===== config.mk =====
export PLATFORM = sky130hd
export DESIGN_NAME = pc_sequencer
export DESIGN_NICKNAME = d
export VERILOG_FILES = /design/src/rtl/pc_sequencer.sv
export SDC_FILE = /design/constraint.sdc
export NUM_CORES = 1
export LEC_CHECK = 0
export ABC_AREA = 1
export CAP_MARGIN = 20
export CORE_MARGIN = 2
export CORE_UTILIZATION = 40
export CTS_BUF_LIST = sky130_fd_sc_hd__clkbuf_4 sky130_fd_sc_hd__clkbuf_8
export CTS_CLUSTER_DIAMETER = 40
export DETAILED_ROUTE_END_ITERATION = 10
export PLACE_DENSITY = 0.73
export SYNTH_ARGS = -nofsm -noshare
export SYNTH_HDL_FRONTEND = slang
export SYNTH_SLANG_ARGS = --single-unit

===== constraint.sdc =====
create_clock -name CLK -period 4.3 [get_ports CLK]
set_clock_uncertainty 0.05 [all_clocks]
set_input_delay 0.645 -clock CLK [delete_from_list [all_inputs] [get_ports CLK]]
set_output_delay 0.645 -clock CLK [all_outputs]
set_load 0.01 [all_outputs]

===== src/rtl/pc_sequencer.sv =====
// Program-counter unit: sequential/branch next-address selection, stall, misaligned-target halt, retire count.
// Optional return-address stack is built only when NEXTPC_RAS_EN is defined.
module pc_sequencer #(
    parameter int              WIDTH     = 64,
    parameter logic [WIDTH-1:0] RESET_PC = '0,
    parameter int              RAS_DEPTH = 4
) (
    input  logic             CLK,
    input  logic             Reset_L,
    input  logic             Stall,
    input  logic [2:0]       BranchMode,
    input  logic [3:0]       CondCode,
    input  logic [3:0]       Flags,
    input  logic             ALUZero,
    input  logic [WIDTH-1:0] SignExtImm,
    input  logic [WIDTH-1:0] RegTarget,
    output logic [WIDTH-1:0] CurrentPC,
    output logic [WIDTH-1:0] NextPC,
    output logic [WIDTH-1:0] LinkAddr,
    output logic             BranchTaken,
    output logic             Fault,
    output logic [31:0]      RetireCount
);

    localparam logic [2:0] MODE_SEQ   = 3'b000;
    localparam logic [2:0] MODE_B     = 3'b001;
    localparam logic [2:0] MODE_CBZ   = 3'b010;
    localparam logic [2:0] MODE_CBNZ  = 3'b011;
    localparam logic [2:0] MODE_BCOND = 3'b100;
    localparam logic [2:0] MODE_BR    = 3'b101;
    localparam logic [2:0] MODE_BL    = 3'b110;
    localparam logic [2:0] MODE_RET   = 3'b111;

    if (RAS_DEPTH < 2 || (RAS_DEPTH & (RAS_DEPTH - 1)) != 0) begin : g_ras_depth_check
        $error("RAS_DEPTH must be a power of two >= 2");
    end

    typedef enum logic {
        RUN  = 1'b0,
        HALT = 1'b1
    } state_t;

    state_t           state_q, state_d;
    logic [WIDTH-1:0] pc_q;
    logic             taken_q;
    logic             fault_q;
    logic [31:0]      retire_q;

    logic             flag_n, flag_z, flag_c, flag_v;
    logic             cond_pass;
    logic             taken;
    logic [WIDTH-1:0] offset_target;
    logic [WIDTH-1:0] seq_target;
    logic [WIDTH-1:0] ret_target;
    logic [WIDTH-1:0] target;
    logic             misaligned;
    logic             advance;
    logic             fault_now;
    logic [WIDTH-1:0] next_pc;

    assign {flag_n, flag_z, flag_c, flag_v} = Flags;
    assign offset_target = pc_q + (SignExtImm << 2);
    assign seq_target    = pc_q + WIDTH'(4);

    always_comb begin
        cond_pass = 1'b1;
        case (CondCode)
            4'h0: cond_pass = flag_z;
            4'h1: cond_pass = !flag_z;
            4'h2: cond_pass = flag_c;
            4'h3: cond_pass = !flag_c;
            4'h4: cond_pass = flag_n;
            4'h5: cond_pass = !flag_n;
            4'h6: cond_pass = flag_v;
            4'h7: cond_pass = !flag_v;
            4'h8: cond_pass = flag_c && !flag_z;
            4'h9: cond_pass = !flag_c || flag_z;
            4'hA: cond_pass = (flag_n == flag_v);
            4'hB: cond_pass = (flag_n != flag_v);
            4'hC: cond_pass = !flag_z && (flag_n == flag_v);
            4'hD: cond_pass = flag_z || (flag_n != flag_v);
            default: cond_pass = 1'b1;
        endcase
    end

    always_comb begin
        taken = 1'b0;
        case (BranchMode)
            MODE_SEQ:   taken = 1'b0;
            MODE_CBZ:   taken = ALUZero;
            MODE_CBNZ:  taken = !ALUZero;
            MODE_BCOND: taken = cond_pass;
            default:    taken = 1'b1;
        endcase
    end

`ifdef NEXTPC_RAS_EN
    localparam int PTR_W = $clog2(RAS_DEPTH);

    logic [WIDTH-1:0] ras_mem [RAS_DEPTH];
    logic [PTR_W-1:0] ras_ptr;
    logic [PTR_W:0]   ras_cnt;
    logic [PTR_W-1:0] ras_top_idx;
    logic             ras_empty;
    logic             ras_full;

    assign ras_top_idx = ras_ptr - PTR_W'(1);
    assign ras_empty   = (ras_cnt == '0);
    assign ras_full    = (ras_cnt == (PTR_W + 1)'(RAS_DEPTH));
    assign ret_target  = ras_empty ? RegTarget : ras_mem[ras_top_idx];

    // Circular stack: a push when full silently overwrites the oldest entry.
    always_ff @(posedge CLK) begin
        if (!Reset_L) begin
            ras_ptr <= '0;
            ras_cnt <= '0;
            for (int i = 0; i < RAS_DEPTH; i++) ras_mem[i] <= '0;
        end else if (advance) begin
            if (BranchMode == MODE_BL) begin
                ras_mem[ras_ptr] <= LinkAddr;
                ras_ptr          <= ras_ptr + PTR_W'(1);
                if (!ras_full) ras_cnt <= ras_cnt + (PTR_W + 1)'(1);
            end else if (BranchMode == MODE_RET) begin
                if (ras_empty) begin
                    ras_ptr <= '0;
                end else begin
                    ras_ptr <= ras_top_idx;
                    ras_cnt <= ras_cnt - (PTR_W + 1)'(1);
                end
            end
        end
    end
`else
    assign ret_target = RegTarget;
`endif

    assign target = (BranchMode == MODE_BR)  ? RegTarget  :
                    (BranchMode == MODE_RET) ? ret_target : offset_target;

    assign misaligned = taken && (target[1:0] != 2'b00);
    assign advance    = (state_q == RUN) && !Stall && !misaligned;
    assign fault_now  = (state_q == RUN) && !Stall && misaligned;

    always_comb begin
        state_d = state_q;
        next_pc = pc_q;
        if (advance) next_pc = taken ? target : seq_target;
        if (fault_now) state_d = HALT;
    end

    always_ff @(posedge CLK) begin
        if (!Reset_L) begin
            state_q  <= RUN;
            pc_q     <= RESET_PC;
            taken_q  <= 1'b0;
            fault_q  <= 1'b0;
            retire_q <= '0;
        end else begin
            state_q <= state_d;
            taken_q <= advance && taken;
            if (advance) begin
                pc_q     <= next_pc;
                retire_q <= retire_q + 32'd1;
            end
            if (fault_now) fault_q <= 1'b1;
        end
    end

    assign CurrentPC   = pc_q;
    assign NextPC      = next_pc;
    assign LinkAddr    = seq_target;
    assign BranchTaken = taken_q;
    assign Fault       = fault_q;
    assign RetireCount = retire_q;

endmodule


==> impl_results.md, run 1 <==
* Area growth syn-to-layout at 51.1%
* HP Class: flop to flop
* Crit Path Max Fanout at 3
* Max-slew violations at 0
* Full die area at between 30000 and 40000 sq um
* Fin crit share at 99.4%
* Antenna violations before repair at 8
* Sequential power share at 24.2%
* Num ports at 369
* Top_reg_cell synth: dfxtp_1
* Total Neg Setup Slack at 0 ns
* Slew HR at 61.8%
* Logic gate share of total power at a little over three fifths
* Syn avg cell area at 5.26 sq um
* Synth async-reset ratio at 0%
* All-Layer GR Usage at 40.8%
* Port bufs at around 370
* Clock slew at reported path FFs at 0.10 ns
* Commonest cells post-synth: nand2_1 (944), inv_1 (329), nor2_1 (306), a21oi_1 (191), nand3_1 (135)
* Post-synthesis simple-gate area fraction at 48.7%
* Drt wl/cell at 21.1 microns
* Internal power at 2400 uW
* Die Span Y at around 180 microns
* Max Cap Viol at 0
* R2R Setup Slk at roughly 1.4 ns
* DR vias at 18822
* Setup Viol. Count Final at 0
* CP required at between 3 and 4 ns
* CTS tree: yes
* Final worst path period need at roughly 4.3 ns
* Status: complete, no violations
* Layout cells sized above 1 at between 10% and 20%
* Net Sw Power at 2100 uW
* YS warnings at 0
* Synth Area in Compound Gates at between 10% and 20%
* Chip width at 184 microns
* Largest net degree at the start of global routing at 87
* Post-Synth Adder-Cell Area at 6.23%
* Gr ovfl total at 0
* Mapped cell area at roughly 13000 sq um
* Worst reg2reg endpoint: CurrentPC[61]
* Number of synthesized flops with an enable pin at 0
* # DRC at 0
* Most frequent cell after synthesis: nand2_1
* FF-to-FF Start: CurrentPC[12]
* Power Dens Cells at approximately 230 nW/um^2
* Aggregate routed wire length at approximately 72000 microns
* Avg Vias per Cell at between 5 and 6
* CTS buffer count at 9
* Area contributors post-synth: nand2_1 (27%), dfxtp_1 (15%), inv_1 (9.5%)
* Pre-antenna DRT Iters at 6
* Mux contribution to synthesized area at 0%
* Post-Syn Nets at ~2700
* Hold path cells at 2
* Lkg Pwr at 0.00989 uW
* Initial Utilization at 40.9%
* Dominant cell type by area after synthesis: nand2_1
* Worst-case clock buffer depth at 2
* Post-DP HPWL at a little under 60000 microns
* Global placement routability congestion at between 1 and 1.5
* Peak supply drop at 0.177 mV
* Yosys cell types at 49
* Clock network power share at 13.5%
* Vias in the first global route at between 15000 and 20000
* Layout Nets at 3215
* DR iter-0 viols at about 2100
* FP Rows at between 60 and 70
* RSZ-0062 raised after global routing: true
* Worst EP arrival at between 3 and 4 ns
* Synth Register Bits at around 100
* Crit end category: primary output
* Fin Hold WS at between 0.4 and 0.5 ns
* Htree depth at 3
* XOR/XNOR share of the synthesized area at ~6%
* Clock sink total at about 100
* Root Buffer Master: clkbuf_8
* Synthesized instance count at approximately 2500
* Hold path start: RetireCount[31]
* Switch share at a little under half
* Main combinational cell family by area after synthesis: simple AND/OR/NAND/NOR gates
* Final Hold Fails at 0
* First-pass GRT wire length at between 100000 and 150000 microns
* Fillers at between 3000 and 4000
* Critical path class: input port to primary output
* Final ANT Viol Nets at 0
* FMAX at ~230 MHz
* Crit path launch type: input port
* Worst min-delay path endpoint: RetireCount[31]
* Seq/Total Area, Yosys at approximately 15%
* Core box area at roughly 32000 sq um
* Clk Latency, worst-skew pair at 0.42 ns
* Path depth of the worst reg2reg path at 14
* Yosys top cell area share at between 20% and 30%
* Slew @ Worst Pin at around 0.57 ns
* Total power at 4500 uW
-- how the worst max path moves through the flow --
stage / start / to / slack [ns] / cells past startpoint
after floorplan: SignExtImm[0] / NextPC[34] / 1.15 / 14
after global placement: SignExtImm[14] / NextPC[21] / -0.33 / 15
after detailed placement: SignExtImm[14] / NextPC[21] / -0.37 / 15
after CTS: SignExtImm[0] / NextPC[17] / 0.002 / 17
after global routing: SignExtImm[24] / NextPC[41] / -0.04 / 17
final: SignExtImm[14] / NextPC[29] / 0.03 / 17
-- stage by stage --
stage               area [sq um]  util (%)  instances  setup WS, ns
floorplan                  13000         -       2470          1.15
global placement           18500      58.4       3391        -0.333
detailed placement         18500      58.4       3391        -0.372
CTS                        18800      59.4       3407       0.00199
global route               19600      61.9       3419       -0.0426
finish                     19600      61.9       3419        0.0258
-- sequential cells by signal, summed over array words and instances (netlist names) --
| name | cells |
|---|---|
| CurrentPC | 64 |
| BranchTaken | 1 |
| Fault | 1 |
| RetireCount | 32 |
-- repair_timing --
action                                  in CTS  in global routing
hold buffers                                 0                  0
endpoints found under the setup margin      49                 56
setup buffers                                0                  6
gates resized for setup                     48                171
pin swaps                                    3                 22
gates cloned                                 0                  2
-- cell type report --
| type | instances | area [sq um] | area share, % |
|---|---|---|---|
| sequential | 98 | 1970 | 10.0 |
| timing repair buffer | 585 | 5530 | 28.2 |
| clock buffer | 11 | 139 | 0.708 |
| inverter | 337 | 1260 | 6.45 |
| clock inverter | 5 | 38.8 | 0.198 |
| antenna | 4 | 10.0 | 0.0510 |
| tap | 402 | 503 | 2.56 |
| multi-input combinational | 1977 | 10200 | 51.8 |
-- power groups by stage --
stage | combinational (uW) | clock (uW) | sequential (uW)
2_1_floorplan | 1160 | 0 | 1100
3_3_place_gp | 2570 | 0 | 1090
3_5_place_dp | 2590 | 0 | 1090
4_1_cts | 2620 | 611 | 1070
5_1_grt | 2980 | 645 | 1090
6_report | 2810 | 607 | 1090
-- layout by cell type (no fill, tap or decap), drive strengths merged, types with 2 or more instances in the layout --
cell / instances
o22ai: 6
dlygate4sd2: 9
o21bai: 9
xor2: 59
clkinv: 2
nor3: 45
clkbuf: 13
a31oi: 3
diode: 4
dfxtp: 98
nor3b: 3
nand4: 40
xnor2: 26
a21boi: 3
nand3: 138
nor4: 15
a211oi: 2
inv: 339
dlymetal6s2s: 39
and3: 3
ha: 63
o211ai: 6
nand3b: 9
clkdlybuf4s50: 318
and2: 5
or2: 15
nand2: 949
a21oi: 191
buf: 217
o21ai: 69
nor2: 312
-- worst max-delay path, cell delays in order --
cell and delay [ns]:
clkdlybuf4s50_1 0.55, ha_4 0.24, nand2_2 0.13, inv_1 0.06
nand2_1 0.07, nand2_1 0.09, nand2_1 0.07, nand2_1 0.08
buf_4 0.15, a21oi_1 0.15, nand2_2 0.14, a21oi_1 0.14
o21ai_0 0.12, nand2_1 0.16, nand3_1 0.11, nand2_1 0.11
clkdlybuf4s50_1 0.56
-- cells by family after synthesis --
| family | after synthesis |
|---|---|
| fa+ha+maj | 64 |
| xor+xnor | 85 |
| simple gates | 1536 |
| buf+inv | 395 |
| compound gates | 292 |
| flops | 98 |
-- per-layer routing --
| metal | vias to the layer above | global-route usage (%) | wire (microns) | share of wire [%] |
|---|---|---|---|---|
| met1 | 8564 | 53.3 | 28200 | 39 |
| li1 | 8871 | - | - | - |
| met5 | - | 0 | 54 | 0.075 |
| met3 | 212 | 7.90 | 8850 | 12 |
| met4 | 8 | 18.0 | 3400 | 4.7 |
| met2 | 1167 | 65.1 | 31700 | 44 |
(Power assumes the default switching activity.)
==> inputs of run 2 (changes only) <==
--- a/config.mk
+++ b/config.mk
@@ -7,10 +7,9 @@
 export LEC_CHECK = 0
 export ABC_AREA = 1
 export CAP_MARGIN = 20
-export CORE_MARGIN = 2
+export CORE_MARGIN = 1
 export CORE_UTILIZATION = 40
 export CTS_BUF_LIST = sky130_fd_sc_hd__clkbuf_4 sky130_fd_sc_hd__clkbuf_8
-export CTS_CLUSTER_DIAMETER = 40
 export DETAILED_ROUTE_END_ITERATION = 10
 export PLACE_DENSITY = 0.73
 export SYNTH_ARGS = -nofsm -noshare
==> run 2 against run 1 <==
Compared with the run above: the flow now finishes with violations (negative setup slack); cell area down 0.64%; first-iteration DRC count increased by 7.0%; largest power group unchanged; die area shrank 2.2%.
==> impl_results.md, run 2 (same netlist as run 1, synthesis figures left out) <==
* CTS tree: yes
* Pre-CTS setup slack at -0.298 ns
* Max-slew violations at 0
* Lkg Pwr at 0.00979 uW
* Gr ovfl total at 0
* CTS buffer count at 9
* Worst reg2reg endpoint: CurrentPC[54]
* Sequential power share at a little under a quarter
* Largest net degree at the start of global routing at 70
* Vias in the first global route at around 18000
* Full die area at ~33000 sq um
* Final Hold Fails at 0
* Num ports at about 370
* All-Layer GR Usage at around two fifths
* HP Class: flop to flop
* FMAX at between 200 and 250 MHz
* Crit end category: primary output
* Commonest non-fill, non-tap cells in the layout: nand2_1 (923), inv_1 (329), clkdlybuf4s50_1 (327)
* Area growth syn-to-layout at 50.2%
* Logic gate share of total power at between 60% and 70%
* Final worst slack at -0.00389 ns
* FP Rows at 65
* Antenna violations before repair at 2
* Clk Latency, worst-skew pair at roughly 0.43 ns
* FF-to-FF Start: CurrentPC[12]
* Fillers at about 3100
* Path depth of the worst reg2reg path at 13
* Worst EP arrival at ~3.6 ns
* Crit path launch type: input port
* Root Buffer Master: clkbuf_8
* Power Dens Cells at 233 nW/um^2
* Max reg flops at 64
* # DRC at 0
* R2R Setup Slk at ~1.4 ns
* Core box area at 31700 sq um
* Fin crit share at 100%
* RSZ-0062 raised after global routing: true
* Status: complete, but fails checks
* First-pass GRT wire length at between 100000 and 150000 microns
* Crit Path Max Fanout at 4
* Most common cell after layout, fill and taps aside: nand2_1
* Peak supply drop at roughly 0.2 mV
* DR iter-0 viols at between 2000 and 2500
* Chip width at ~180 microns
* DR vias at about 19000
* Layout cells sized above 1 at roughly an eighth
* Switch share at between 40% and 50%
* Aggregate routed wire length at between 70000 and 80000 microns
* Total Neg Setup Slack at -0.00389 ns
* Hold path start: CurrentPC[1]
* Worst min-delay path endpoint: CurrentPC[1]
* Failing checks: negative setup slack
* Post-DP HPWL at slightly below 60000 microns
* Hold path cells at 2
* Final worst path period need at ~4.3 ns
* Pre-antenna DRT Iters at 6
* Max Cap Viol at 0
* Die Span Y at about 180 microns
* Final ANT Viol Nets at 0
* Slew HR at about 57%
* Slew @ Worst Pin at around 0.64 ns
* Internal power at 2400 uW
* Critical path class: input port to primary output
* Net Sw Power at roughly 2100 uW
* Global placement routability congestion at between 1 and 1.5
* Clock slew at reported path FFs at 0.11 ns
* Layout Nets at between 3000 and 4000
* Clock sink total at 98
* Clock network power share at roughly 14%
* Initial Utilization at 40.9%
* Htree depth at 3
* Setup Viol. Count Final at 1
* Port bufs at around 370
* Worst-case clock buffer depth at 2
* Avg Vias per Cell at 5.52
* Drt wl/cell at ~21 microns
* CP required at 3.61 ns
-- run 2: changes by cell type in the layout (fill, tap and decap cells not counted), sizes merged --
cell / previous run / this run
clkdlybuf4s50: 318 / 327
diode: 4 / 1
clkinvlp: 1 / 2
clkbuf: 13 / 10
bufbuf: 0 / 1
buf: 217 / 226
inv: 339 / 340
dlymetal6s2s: 39 / 30
-- run 2: layer usage --
metal,routed length (microns),global-route usage [%]
met5,12,0
met4,2760,16.2
met3,8900,8.58
met2,31400,66.2
met1,28800,55.8
-- run 2: layout make-up --
class / instances / area [sq um] / share of cell area (%)
Multi-Input combinational cell: 1977 / 9960 / 51.1
Timing Repair Buffer: 594 / 5600 / 28.7
Sequential cell: 98 / 1960 / 10.1
Inverter: 337 / 1260 / 6.49
Tap cell: 402 / 503 / 2.58
Clock buffer: 9 / 124 / 0.636
Clock inverter: 7 / 71.3 / 0.366
Antenna cell: 1 / 2.50 / 0.0128
-- run 2: repair_timing --
item | 4_1_cts | 5_1_grt
setup endpoints to repair | 39 | 59
pin swaps | 4 | 13
hold buffers | 0 | 0
endpoints found under the hold margin | 0 | 0
cloned | 1 | 1
gates resized for setup | 43 | 120
setup buffers | 2 | 8
-- run 2: worst max-delay path by stage --
stage             startpoint    endpoint  slack [ns]  cells after the start
4_1_cts        SignExtImm[0]  NextPC[61]       0.004                     19
6_report       SignExtImm[2]  NextPC[37]      -0.004                     16
3_3_place_gp   SignExtImm[8]  NextPC[47]       -0.31                     20
3_5_place_dp   SignExtImm[0]  NextPC[47]       -0.30                     17
5_1_grt        SignExtImm[0]  NextPC[34]       -0.12                     17
2_1_floorplan  SignExtImm[0]  NextPC[34]        1.15                     14
-- run 2: per-stage QoR --
step,std cells,hold slack [ns],utilization [%],power (uW),area [sq um]
detailed placement,3396,0.451,58.6,3690,18600
global route,3425,0.497,61.5,4730,19500
finish,3425,0.467,61.5,4540,19500
floorplan,2470,0.449,-,2250,13000
CTS,3415,0.472,59.7,4370,18900
global placement,3396,0.429,58.6,3670,18600
-- run 2: worst max-delay path, stage by stage --
cell	delay, ns
clkdlybuf4s50_1	0.55
ha_4	0.24
nand3_1	0.11
buf_4	0.11
nand3_1	0.15
buf_4	0.22
nand4_1	0.10
nand2_2	0.11
nand2_1	0.07
inv_1	0.04
o21ai_0	0.15
nand3_1	0.20
nand2_2	0.17
nand3_1	0.14
inv_1	0.08
clkdlybuf4s50_1	0.52
-- run 2: power by group through the flow --
stage	logic (uW)	clock network [uW]	registers, uW
2_1_floorplan	1160	0	1100
3_3_place_gp	2590	0	1080
3_5_place_dp	2600	0	1080
4_1_cts	2640	663	1060
5_1_grt	2960	691	1080
6_report	2800	657	1080
==> inputs of run 3 (changes only) <==
--- a/config.mk
+++ b/config.mk
@@ -8,10 +8,10 @@
 export ABC_AREA = 1
 export CAP_MARGIN = 20
 export CORE_MARGIN = 1
-export CORE_UTILIZATION = 40
+export CORE_UTILIZATION = 35
 export CTS_BUF_LIST = sky130_fd_sc_hd__clkbuf_4 sky130_fd_sc_hd__clkbuf_8
 export DETAILED_ROUTE_END_ITERATION = 10
-export PLACE_DENSITY = 0.73
+export PLACE_DENSITY = 0.66
 export SYNTH_ARGS = -nofsm -noshare
 export SYNTH_HDL_FRONTEND = slang
 export SYNTH_SLANG_ARGS = --single-unit
==> run 3 against run 2 <==
Compared with the run above: the flow now finishes without violations; sequential power about the same; critical path depth down 1; clock-buffer cell count unchanged; utilization down 7.8 points; clock power up 11%; non-clock buffer count up 24; cell area up 0.62%; register-to-register slack worse by 0.10 ns; via count down 1.2%.
==> impl_results.md, run 3 (same netlist as run 1, synthesis figures left out) <==
* Clock sink total at slightly below 100
* Power Dens Cells at roughly 240 nW/um^2
* First-pass GRT wire length at 106000 microns
* Path depth of the worst reg2reg path at 15
* Post-DP HPWL at 61700 microns
* RSZ-0062 raised after global routing: true
* Worst reg2reg endpoint: CurrentPC[22]
* Port bufs at 366
* # DRC at 0
* Hold path cells at 2
* Register area at between 1500 and 2000 sq um
* Slew HR at 47.7%
* Antenna violations before repair at 5
* Clk Latency, worst-skew pair at 0.44 ns
* CP required at 3.61 ns
* Final ANT Viol Nets at 0
* Core box area at roughly 37000 sq um
* Multi-input logic area at around 9800 sq um
* HP Class: flop to flop
* Max reg flops at 64
* Layout cells sized above 1 at a little over an eighth
* Clock slew at reported path FFs at ~0.12 ns
* Fin Hold WS at between 0.4 and 0.5 ns
* Gr ovfl total at 0
* Status: complete, no violations
* Layout Nets at 3248
* All-Layer GR Usage at a little under two fifths
* Fillers at just under 4000
* FF-to-FF Start: CurrentPC[17]
* Aggregate routed wire length at ~73000 microns
* Crit Path Max Fanout at 4
* Final Hold Fails at 0
* Max Cap Viol at 0
* Worst min-delay path endpoint: RetireCount[31]
* CTS tree: yes
* R2R Setup Slk at 1.34 ns
* Global placement routability congestion at roughly 1
* Worst EP arrival at between 3 and 4 ns
* Area growth syn-to-layout at 51.1%
* Peak supply drop at about 0.17 mV
* Fin crit share at 98.6%
* CTS buffer count at 9
* FP Rows at 70
* Chip width at ~200 microns
* Lkg Pwr at 0.00992 uW
* Crit end category: primary output
* Num ports at between 300 and 400
* Final worst slack at slightly below 0.06 ns
* Full die area at 37900 sq um
* Slew @ Worst Pin at approximately 0.78 ns
* Largest net degree at the start of global routing at 70
* DR iter-0 viols at 1849
* Most common cell after layout, fill and taps aside: nand2_1
* DR vias at ~19000
* Commonest non-fill, non-tap cells in the layout: nand2_1 (924), inv_1 (327), clkdlybuf4s50_1 (317)
* Root Buffer Master: clkbuf_8
* Die Span Y at between 150 and 200 microns
* Total Neg Setup Slack at 0 ns
* Worst-case clock buffer depth at 2
* Crit path launch type: input port
* Critical path class: input port to primary output
* Pre-antenna DRT Iters at 6
* FMAX at 236 MHz
* Drt wl/cell at 20.9 microns
* Final worst path period need at 4.24 ns
* Initial Utilization at around 36%
* Setup Viol. Count Final at 0
* Hold path start: RetireCount[31]
* Vias in the first global route at between 15000 and 20000
* Htree depth at 3
* Avg Vias per Cell at around 5.3
* Max-slew violations at 0
* Pre-CTS setup slack at -0.326 ns
-- run 3: where the power goes --
group          switching [uW]  total (uW)  internal (uW)  leakage, uW
registers                 126        1090            968     0.000801
logic                    1590        2790           1200      0.00901
clock network             440         727            286     0.000110
-- run 3: area by class of cell --
class / instances / share of cell area [%]
Clock buffer: 9 / 0.632
Sequential cell: 98 / 10.0
Clock inverter: 7 / 0.498
Timing Repair Buffer: 618 / 29.2
Antenna cell: 2 / 0.0255
Multi-Input combinational cell: 1977 / 50.2
Tap cell: 468 / 2.99
Inverter: 337 / 6.45
-- run 3: timing repair --
item / 4_1_cts / 5_1_grt
resized for setup: 59 / 104
hold buffers: 0 / 0
setup buffers: 6 / 6
pin swaps: 5 / 10
setup endpoints to repair: 40 / 52
-- run 3: worst max-delay path by stage --
stage                         from         end  slack (ns)  depth (start not counted)
floorplan            SignExtImm[0]  NextPC[34]        1.15                         14
global placement     SignExtImm[0]  NextPC[47]       -0.34                         17
detailed placement   SignExtImm[0]  NextPC[47]       -0.33                         17
CTS                  SignExtImm[0]  NextPC[55]      -0.007                         16
global route        SignExtImm[13]  NextPC[34]       -0.07                         17
finish               SignExtImm[8]  NextPC[12]        0.06                         15
-- run 3: metrics by stage --
stage | cell area, sq um | cells | total power [uW] | util [%]
floorplan | 13000 | 2470 | 2250 | -
global placement | 18800 | 3486 | 3750 | 51.6
detailed placement | 18800 | 3486 | 3750 | 51.6
CTS | 19200 | 3508 | 4500 | 52.7
global route | 19600 | 3516 | 4830 | 53.7
finish | 19600 | 3516 | 4610 | 53.7
-- run 3: critical path, stage by stage --
cell and delay, ns:
clkdlybuf4s50_1 0.42, ha_1 0.33, buf_4 0.16, nand2_1 0.13, inv_1 0.07, a21oi_2 0.18, nand3_2 0.15, buf_4 0.17
o21ai_0 0.16, a21oi_1 0.07, o21ai_1 0.23, o21ai_0 0.18, nand2_1 0.12, nand2_1 0.06, clkdlybuf4s50_1 0.48
-- run 3: routing by layer --
layer  global-route usage [%]  wire (microns)  vias up
met2                     58.2           31200      961
met3                     7.31            7980      142
li1                         -               -     8947
met4                     14.3            2890        6
met5                        0              33        -
met1                     51.3           31200     8632
